<file path="src/rtl/exc_ctrl.sv">
// Exception/ERTN sequencer at commit: arbitrates interrupt/exception/ERTN/commit, owns CRMD/PRMD/ERA/ESTAT.
// Latency: record pulse 1 cycle after accept; flush next cycle, redirect after that; at least 3 cycles back to IDLE.
// Backpressure: wb_ready low outside IDLE; redirect held until redirect_ready. Optional EXC_CTRL_PERF_EN adds counters.
module exc_ctrl #(
   parameter logic [31:0] ERA_RESET = 32'h0,
   parameter int          NUM_INT   = 13
) (
   input  logic               clock,
   input  logic               resetn,
   input  logic               wb_valid,
   output logic               wb_ready,
   input  logic [31:0]        wb_pc,
   input  logic [31:0]        wb_inst,
   input  logic               wb_ex,
   input  logic [5:0]         wb_ecode,
   input  logic [8:0]         wb_esubcode,
   input  logic               wb_ertn,
   input  logic [NUM_INT-1:0] int_pend,
   input  logic [NUM_INT-1:0] int_mask,
   input  logic [31:0]        eentry,
   input  logic               csr_we,
   input  logic [1:0]         csr_sel,
   input  logic [31:0]        csr_wdata,
   output logic [1:0]         crmd_plv,
   output logic               crmd_ie,
   output logic [1:0]         prmd_pplv,
   output logic               prmd_pie,
   output logic [31:0]        era_out,
   output logic [5:0]         estat_ecode,
   output logic [8:0]         estat_esubcode,
   output logic               flush,
   output logic               redirect_valid,
   output logic [31:0]        redirect_pc,
   input  logic               redirect_ready,
   output logic               rec_valid,
   output logic [31:0]        rec_inst,
   output logic [31:0]        rec_pc,
   output logic               rec_ex,
   output logic               rec_ertn,
   output logic [5:0]         rec_ecode,
   output logic [8:0]         rec_esubcode
`ifdef EXC_CTRL_PERF_EN
   ,
   output logic [31:0]        perf_ex_cnt,
   output logic [31:0]        perf_ertn_cnt
`endif
);

   typedef enum logic [1:0] {IDLE = 2'd0, FLUSH = 2'd1, REDIRECT = 2'd2} state_t;

   state_t      state, state_nxt;
   logic [31:0] target;
   logic        accept, int_take, take_ex, take_ertn, csr_apply;
   logic [5:0]  ex_ecode;
   logic [8:0]  ex_esubcode;

   // Decision for the retiring instruction; interrupts override its own exception codes.
   always_comb begin
      accept      = wb_valid & (state == IDLE);
      int_take    = crmd_ie & (|(int_pend & int_mask));
      take_ex     = accept & (int_take | wb_ex);
      take_ertn   = accept & ~int_take & ~wb_ex & wb_ertn;
      csr_apply   = csr_we & (state == IDLE) & ~take_ex & ~take_ertn;
      ex_ecode    = int_take ? 6'd0 : wb_ecode;
      ex_esubcode = int_take ? 9'd0 : wb_esubcode;
   end

   // Next-state: accept of exception/ERTN walks FLUSH -> REDIRECT -> IDLE.
   always_comb begin
      state_nxt = state;
      case (state)
         IDLE:     if (take_ex | take_ertn) state_nxt = FLUSH;
         FLUSH:    state_nxt = REDIRECT;
         REDIRECT: if (redirect_ready) state_nxt = IDLE;
         default:  state_nxt = IDLE;
      endcase
   end

   // State register.
   always_ff @(posedge clock or negedge resetn) begin
      if (!resetn) state <= IDLE;
      else         state <= state_nxt;
   end

   // Ready is held low while reset is asserted so every output reads zero in reset.
   assign wb_ready       = resetn & (state == IDLE);
   assign flush          = (state == FLUSH);
   assign redirect_valid = (state == REDIRECT);
   assign redirect_pc    = target;

   // Architectural CSR state: exception/ERTN updates win over a same-cycle software write.
   always_ff @(posedge clock or negedge resetn) begin
      if (!resetn) begin
         crmd_plv       <= 2'd0;
         crmd_ie        <= 1'b0;
         prmd_pplv      <= 2'd0;
         prmd_pie       <= 1'b0;
         era_out        <= ERA_RESET;
         estat_ecode    <= 6'd0;
         estat_esubcode <= 9'd0;
         target         <= 32'd0;
      end else if (take_ex) begin
         prmd_pplv      <= crmd_plv;
         prmd_pie       <= crmd_ie;
         crmd_plv       <= 2'd0;
         crmd_ie        <= 1'b0;
         era_out        <= wb_pc;
         estat_ecode    <= ex_ecode;
         estat_esubcode <= ex_esubcode;
         target         <= {eentry[31:6], 6'b0};
      end else if (take_ertn) begin
         crmd_plv       <= prmd_pplv;
         crmd_ie        <= prmd_pie;
         target         <= era_out;
      end else if (csr_apply) begin
         case (csr_sel)
            2'd0: begin crmd_plv  <= csr_wdata[1:0]; crmd_ie  <= csr_wdata[2]; end
            2'd1: begin prmd_pplv <= csr_wdata[1:0]; prmd_pie <= csr_wdata[2]; end
            2'd2: era_out <= csr_wdata;
            default: ;
         endcase
      end
   end

   // Trace record: captured on the accept edge, valid for exactly one cycle.
   always_ff @(posedge clock or negedge resetn) begin
      if (!resetn) begin
         rec_valid    <= 1'b0;
         rec_inst     <= 32'd0;
         rec_pc       <= 32'd0;
         rec_ex       <= 1'b0;
         rec_ertn     <= 1'b0;
         rec_ecode    <= 6'd0;
         rec_esubcode <= 9'd0;
      end else begin
         rec_valid <= accept;
         if (accept) begin
            rec_inst     <= wb_inst;
            rec_pc       <= wb_pc;
            rec_ex       <= take_ex;
            rec_ertn     <= take_ertn;
            rec_ecode    <= take_ex ? ex_ecode : 6'd0;
            rec_esubcode <= take_ex ? ex_esubcode : 9'd0;
         end
      end
   end

`ifdef EXC_CTRL_PERF_EN
   // Event counters, wrapping naturally at 32 bits.
   always_ff @(posedge clock or negedge resetn) begin
      if (!resetn) begin
         perf_ex_cnt   <= 32'd0;
         perf_ertn_cnt <= 32'd0;
      end else begin
         if (take_ex)   perf_ex_cnt   <= perf_ex_cnt + 32'd1;
         if (take_ertn) perf_ertn_cnt <= perf_ertn_cnt + 32'd1;
      end
   end
`endif

endmodule

</file>
<file path="config.mk">
export PLATFORM = sky130hd
export DESIGN_NAME = exc_ctrl
export DESIGN_NICKNAME = d
export VERILOG_FILES = /design/src/rtl/exc_ctrl.sv
export SDC_FILE = /design/constraint.sdc
export NUM_CORES = 1
export LEC_CHECK = 0
export ABC_AREA = 1
export BUFFER_PORTS_ARGS = -buffer_cell sky130_fd_sc_hd__buf_2
export CORE_AREA = 2 2 136 138
export CTS_CLUSTER_DIAMETER = 120
export CTS_CLUSTER_SIZE = 12
export DETAILED_ROUTE_END_ITERATION = 16
export DIE_AREA = 0 0 138 140
export PLACE_DENSITY = 0.73
export SLEW_MARGIN = 20
export SYNTH_ARGS = -nofsm -noshare
export SYNTH_HDL_FRONTEND = slang
export SYNTH_SLANG_ARGS = --single-unit
</file>
<file path="constraint.sdc">
create_clock -name clock -period 4.7 [get_ports clock]
set_input_delay 0.94 -clock clock [delete_from_list [all_inputs] [get_ports clock]]
set_output_delay 0.94 -clock clock [all_outputs]
set_load 0.02 [all_outputs]
</file>
== After elaboration in Yosys (flattened, before gate mapping) ==
Index checks and enable logic that the tools add are counted.
Word-level totals
  word-level logic and storage cells: 82
  memories kept: 0
  bits of input ports: 178
  bits in read-only memories: 0
  latch bits: 0
  register bits: 169
  output and inout port bits: 170
  bits in writable memories: 0
Cells by class
  bitwise logic cells: 17
  equal/unequal tests: 7
  reduce and logical (&&, ||, !) cells: 13
  mux-type cells: 29
  $add $sub $neg: 0
  divide/modulo/power cells: 0
  magnitude comparators: 0
  shift-type cells: 0
  multiply operators: 0
Operators with widths (count)
  $mux 32: 6
  $mux 2: 10
  $mux 9: 2
  $and 13x13->13: 1
  $reduce_or 13->1: 1
  $mux 6: 2
  $and 1x1->1: 10
  $mux 1: 8
  $reduce_bool 2->1: 4
  $pmux 2 s3: 1
  $reduce_and 3->1: 2
  $reduce_bool 3->1: 2
  $eq 2x1->1 const B: 2
  $eq 2x2->1 const B: 2
  $logic_not 2->1: 2
  $ne 2x1->1 const B: 2
  $not 1->1: 4
  $reduce_and 2->1: 2
  $ne 2x2->1 const B: 1
  $or 1x1->1: 2

== Logic depth before layout (Yosys ltp) ==
  depth after elaboration: 12
  depth in mapped cells: 15
  gate-level depth less buffers: 13

== Worst setup path before layout ==
OpenSTA, ideal clock, no wires.
  path kind: input-to-output
  start: in resetn
  end: out wb_ready
  required time: 3.760 ns
  slack: 2.299 ns
  cell stages on the path: 1
  data arrival time: 1.461 ns
  path through: nor3b_1
Between the ends
  cells in the longest elaborated chain, start to end: 1
Ends and longest elaborated chain
  start, declared: RTL line 9  | input logic resetn,
  $and 1x1->1: RTL line 86  | assign wb_ready = resetn & (state == IDLE);
  end, declared: RTL line 11  | output logic wb_ready,
No other way between the ends.

== Worst setup path in the final report ==
  start: in int_pend[5]
  end: reg era_out[8]
Between the ends
  cells in the longest elaborated chain, start to end: 11
  elaborated cells between the ends (all ways): 18
Ends and longest elaborated chain
  start, declared: RTL line 18  | input logic [NUM_INT-1:0] int_pend,
  $and 13x13->13 *: RTL line 60  | int_take = crmd_ie & (|(int_pend & int_mask));
  $reduce_or 13->1 *: RTL line 60
  $and 1x1->1 *: RTL line 60
  $not 1->1: RTL line 62  | take_ertn = accept & ~int_take & ~wb_ex & wb_ertn;
  $and 1x1->1 (3 in series): RTL line 62
  $not 1->1: RTL line 63  | csr_apply = csr_we & (state == IDLE) & ~take_ex & ~take_ertn;
  $and 1x1->1: RTL line 63
  $reduce_bool 2->1 (no line)
  $reduce_and 3->1 (no line)
  end signal, assigned: RTL line 107  | era_out <= wb_pc;
  end signal, assigned: RTL line 119  | 2'd2: era_out <= csr_wdata;
  end, declared: RTL line 28  | output logic [31:0] era_out,
Every way passes the cells marked *; elsewhere a longest branch is shown, timed or not.
A chain may end at the register's enable or synchronous reset.

==> summary.txt <==
Outcome
  • Status: completed

Pwr
  • Power density over the cells: 731.9 nW/um2
  • IR drop worst, VDD: 0.3749 mV
  • Leakage Power: 5.649 nW
  • Total Power: 0.007137 W

CTS
  • Post-CTS Resized: 0
  • Post-CTS Setup Bufs: 0
  • H-tree levels: 4
  • Maximum clock insertion buffer count: 2
  • CTS Root Cell: clkbuf_16
  • Num CTS Buffers: 17
  • CTS clk-pin slew, worst paths: 70 ps
  • CTS Hold Bufs: 0
  • Clock sinks: 169
  • TritonCTS clock tree: done
  • Clock latency on the worst-skew pair: 430 ps

Floorplan
  • Core ar.: 17780 um2
  • FP Rows: 49
  • Boundary Pins: 348
  • Die X: 138 um
  • Die area: 19320 um2
  • Starting Density: 0.4161
  • Die extent in y: 140 um

Synthesis
  • Synth Cell Area: 7398 um2
  • Post-synth ARST share: 1.000
  • Post-Synthesis Net Count: 1057
  • Commonest cells post-synth: 352 x nand2_1, 169 x dfrtp_1, 137 x nand3_1, 45 x inv_1, 27 x buf_2
  • Count of distinct cell types in the synthesized netlist: 27
  • Most common cell in the netlist: nand2_1
  • Share of the synthesized area in the top cell type: 0.5716
  • Number of enable flip-flop cells after synthesis: 0
  • Syn Inst Count: 879
  • Commonest register cell after synthesis: dfrtp_1
  • Syn. warnings: 0
  • Synth Register Bits: 169
  • Top cell type by total area after synthesis: dfrtp_1
  • Synth top area cells: dfrtp_1 57%, nand2_1 18%, nand3_1 9.3%
  • Sequential area share after synthesis: 0.5716
  • Synth Area per Inst: 8.417 um2

Cells and area
  • Share of layout cells above drive strength 1: 0.3292
  • Antenna Cells: 0
  • # fillers: 1632
  • Storage cell area: 4229 um2
  • Core Util, Final: 0.5485
  • Area occupied by multi-input gates: 2684 um2
  • Layout area overhead: 31.81%
  • Post-route cell area: 9752 um2
  • Final net count: 1371

Placement
  • Detailed Place HPWL: 17.06 mm
  • Routability cong.: 0.8694
  • Port buffer count: 341
  • Place WS: 1436 ps
  • Dpl cell area: 9193 um2

Setup path
  • FF-to-FF Start: state[0]
  • Setup crit start kind: input port
  • CP required: 5010 ps
  • Setup crit end kind: flip-flop
  • R2R depth: 7
  • FF-to-FF setup slack: 2070 ps
  • Setup Crit Path Kind: input port to flip-flop
  • Max FO, Critical Path: 55
  • Critical path arrival: 3110 ps
  • R2R Path End: era_out[8]

STA
  • RSZ-0062 raised after global routing: false
  • TNS Setup: 0 ps
  • Final Hold Viols: 0
  • Final period util: 0.5968
  • Pins Over Slew Limit: 0
  • Max Clk Rate: 356.5 MHz
  • Worst-Margin Slew: 773.5 ps
  • Slew HR: 0.4843
  • Fin Clk Skew: 13.16 ps
  • Final setup viols: 0
  • Final setup margin: 1895 ps
  • Minimum clock period: 2805 ps

Global route
  • Vias in the first global route: 6980
  • Total GRT Usage: 0.2467
  • Largest net degree at the start of global routing: 82
  • First-pass GRT wire length: 38.14 mm
  • Gr ovfl total: 0
  • Initial antenna violation count: 0

Route
  • Pre-antenna DRT Iters: 5
  • Antenna Nets Post-Route: 0
  • DR vias: 7182
  • DRC viols: 0
  • DR iter-0 viols: 485
  • Final WL: 24.20 mm
  • Via density: 5.005
  • Routed len/inst: 16.86 um

Job
  • Max Cap Violations: 0

Hold path
  • Hold Path Class: input port to async pin
[per-stage QoR]
step | instances | hold WS [ps]
after global routing | 1435 | 400.9
after detailed placement | 1403 | 453.2
final | 1435 | 391.3
after global placement | 1403 | 450.1
after floorplan | 879 | 569.3
after CTS | 1435 | 386.7
[routing by layer]
layer  track usage  wire length [um]  vias to the layer above
met4       0.09667               790                        0
met5             0                 0                        -
met1        0.3082              9900                     3384
li1              -                 -                     3452
met3       0.05983              1592                       47
met2        0.4161             11910                      299
[cell type report]
class / count / area share
Sequential cell: 169 / 0.4337
Multi-Input combinational cell: 603 / 0.2752
Timing Repair Buffer: 354 / 0.1860
Clock buffer: 19 / 0.04542
Tap cell: 229 / 0.02938
Inverter: 48 / 0.01873
Clock inverter: 13 / 0.01155
[flip-flops by register name (all words and copies together), names as in the netlist, 2 cells and up]
signal,count
state,2
rec_pc,32
estat_esubcode,9
rec_esubcode,9
rec_inst,32
rec_ecode,6
redirect_pc,32
era_out,32
estat_ecode,6
crmd_plv,2
prmd_pplv,2
[critical path: stages]
cell and delay, ps:
buf_2 90, nand2_1 60, nand2_1 50, inv_1 40, nand2_1 40, nor2_1 120
nand2_1 70, nand2_1 50, buf_4 250, nand2_2 130, nand2_4 450, nand2_1 490
nor2_1 230, a21oi_1 60
[logic make-up (layout without fill, tap and decap cells)]
family,count (synthesis),after routing,share of synthesized area
AND/OR/NAND/NOR,543,543,0.3168
flip-flops,169,169,0.5716
buffers and inverters,107,434,0.06697
AO/OA/AOI/OAI,60,60,0.04465
[how the worst max path moves through the flow]
stage | startpoint | endpoint | cells after the start
3_3_place_gp | int_pend[5] | era_out[29] | 14
2_1_floorplan | resetn | wb_ready | 1
4_1_cts | int_pend[5] | era_out[8] | 14
5_1_grt | int_pend[10] | era_out[4] | 14
6_report | int_pend[5] | era_out[8] | 14
3_5_place_dp | int_pend[5] | era_out[8] | 14
[report_power, final]
part | switching, W | total [W] | internal (W)
logic | 0.00227 | 0.00328 | 0.00102
registers | 0.000395 | 0.00253 | 0.00214
clock network | 0.000619 | 0.00132 | 0.000706
total | 0.00328 | 0.00714 | 0.00386
[layout by cell type, fill, tap and decap left out, drive strengths merged]
master	instances
a21oi	14
o21bai	1
nand2	356
clkinv	6
nor2	17
nor3b	1
inv	53
nand3b	7
clkbuf	19
clkinvlp	2
o21ai	34
nand4	23
o211ai	11
dfrtp	169
buf	354
nand3	139
Power figures use the tool's default switching activity.
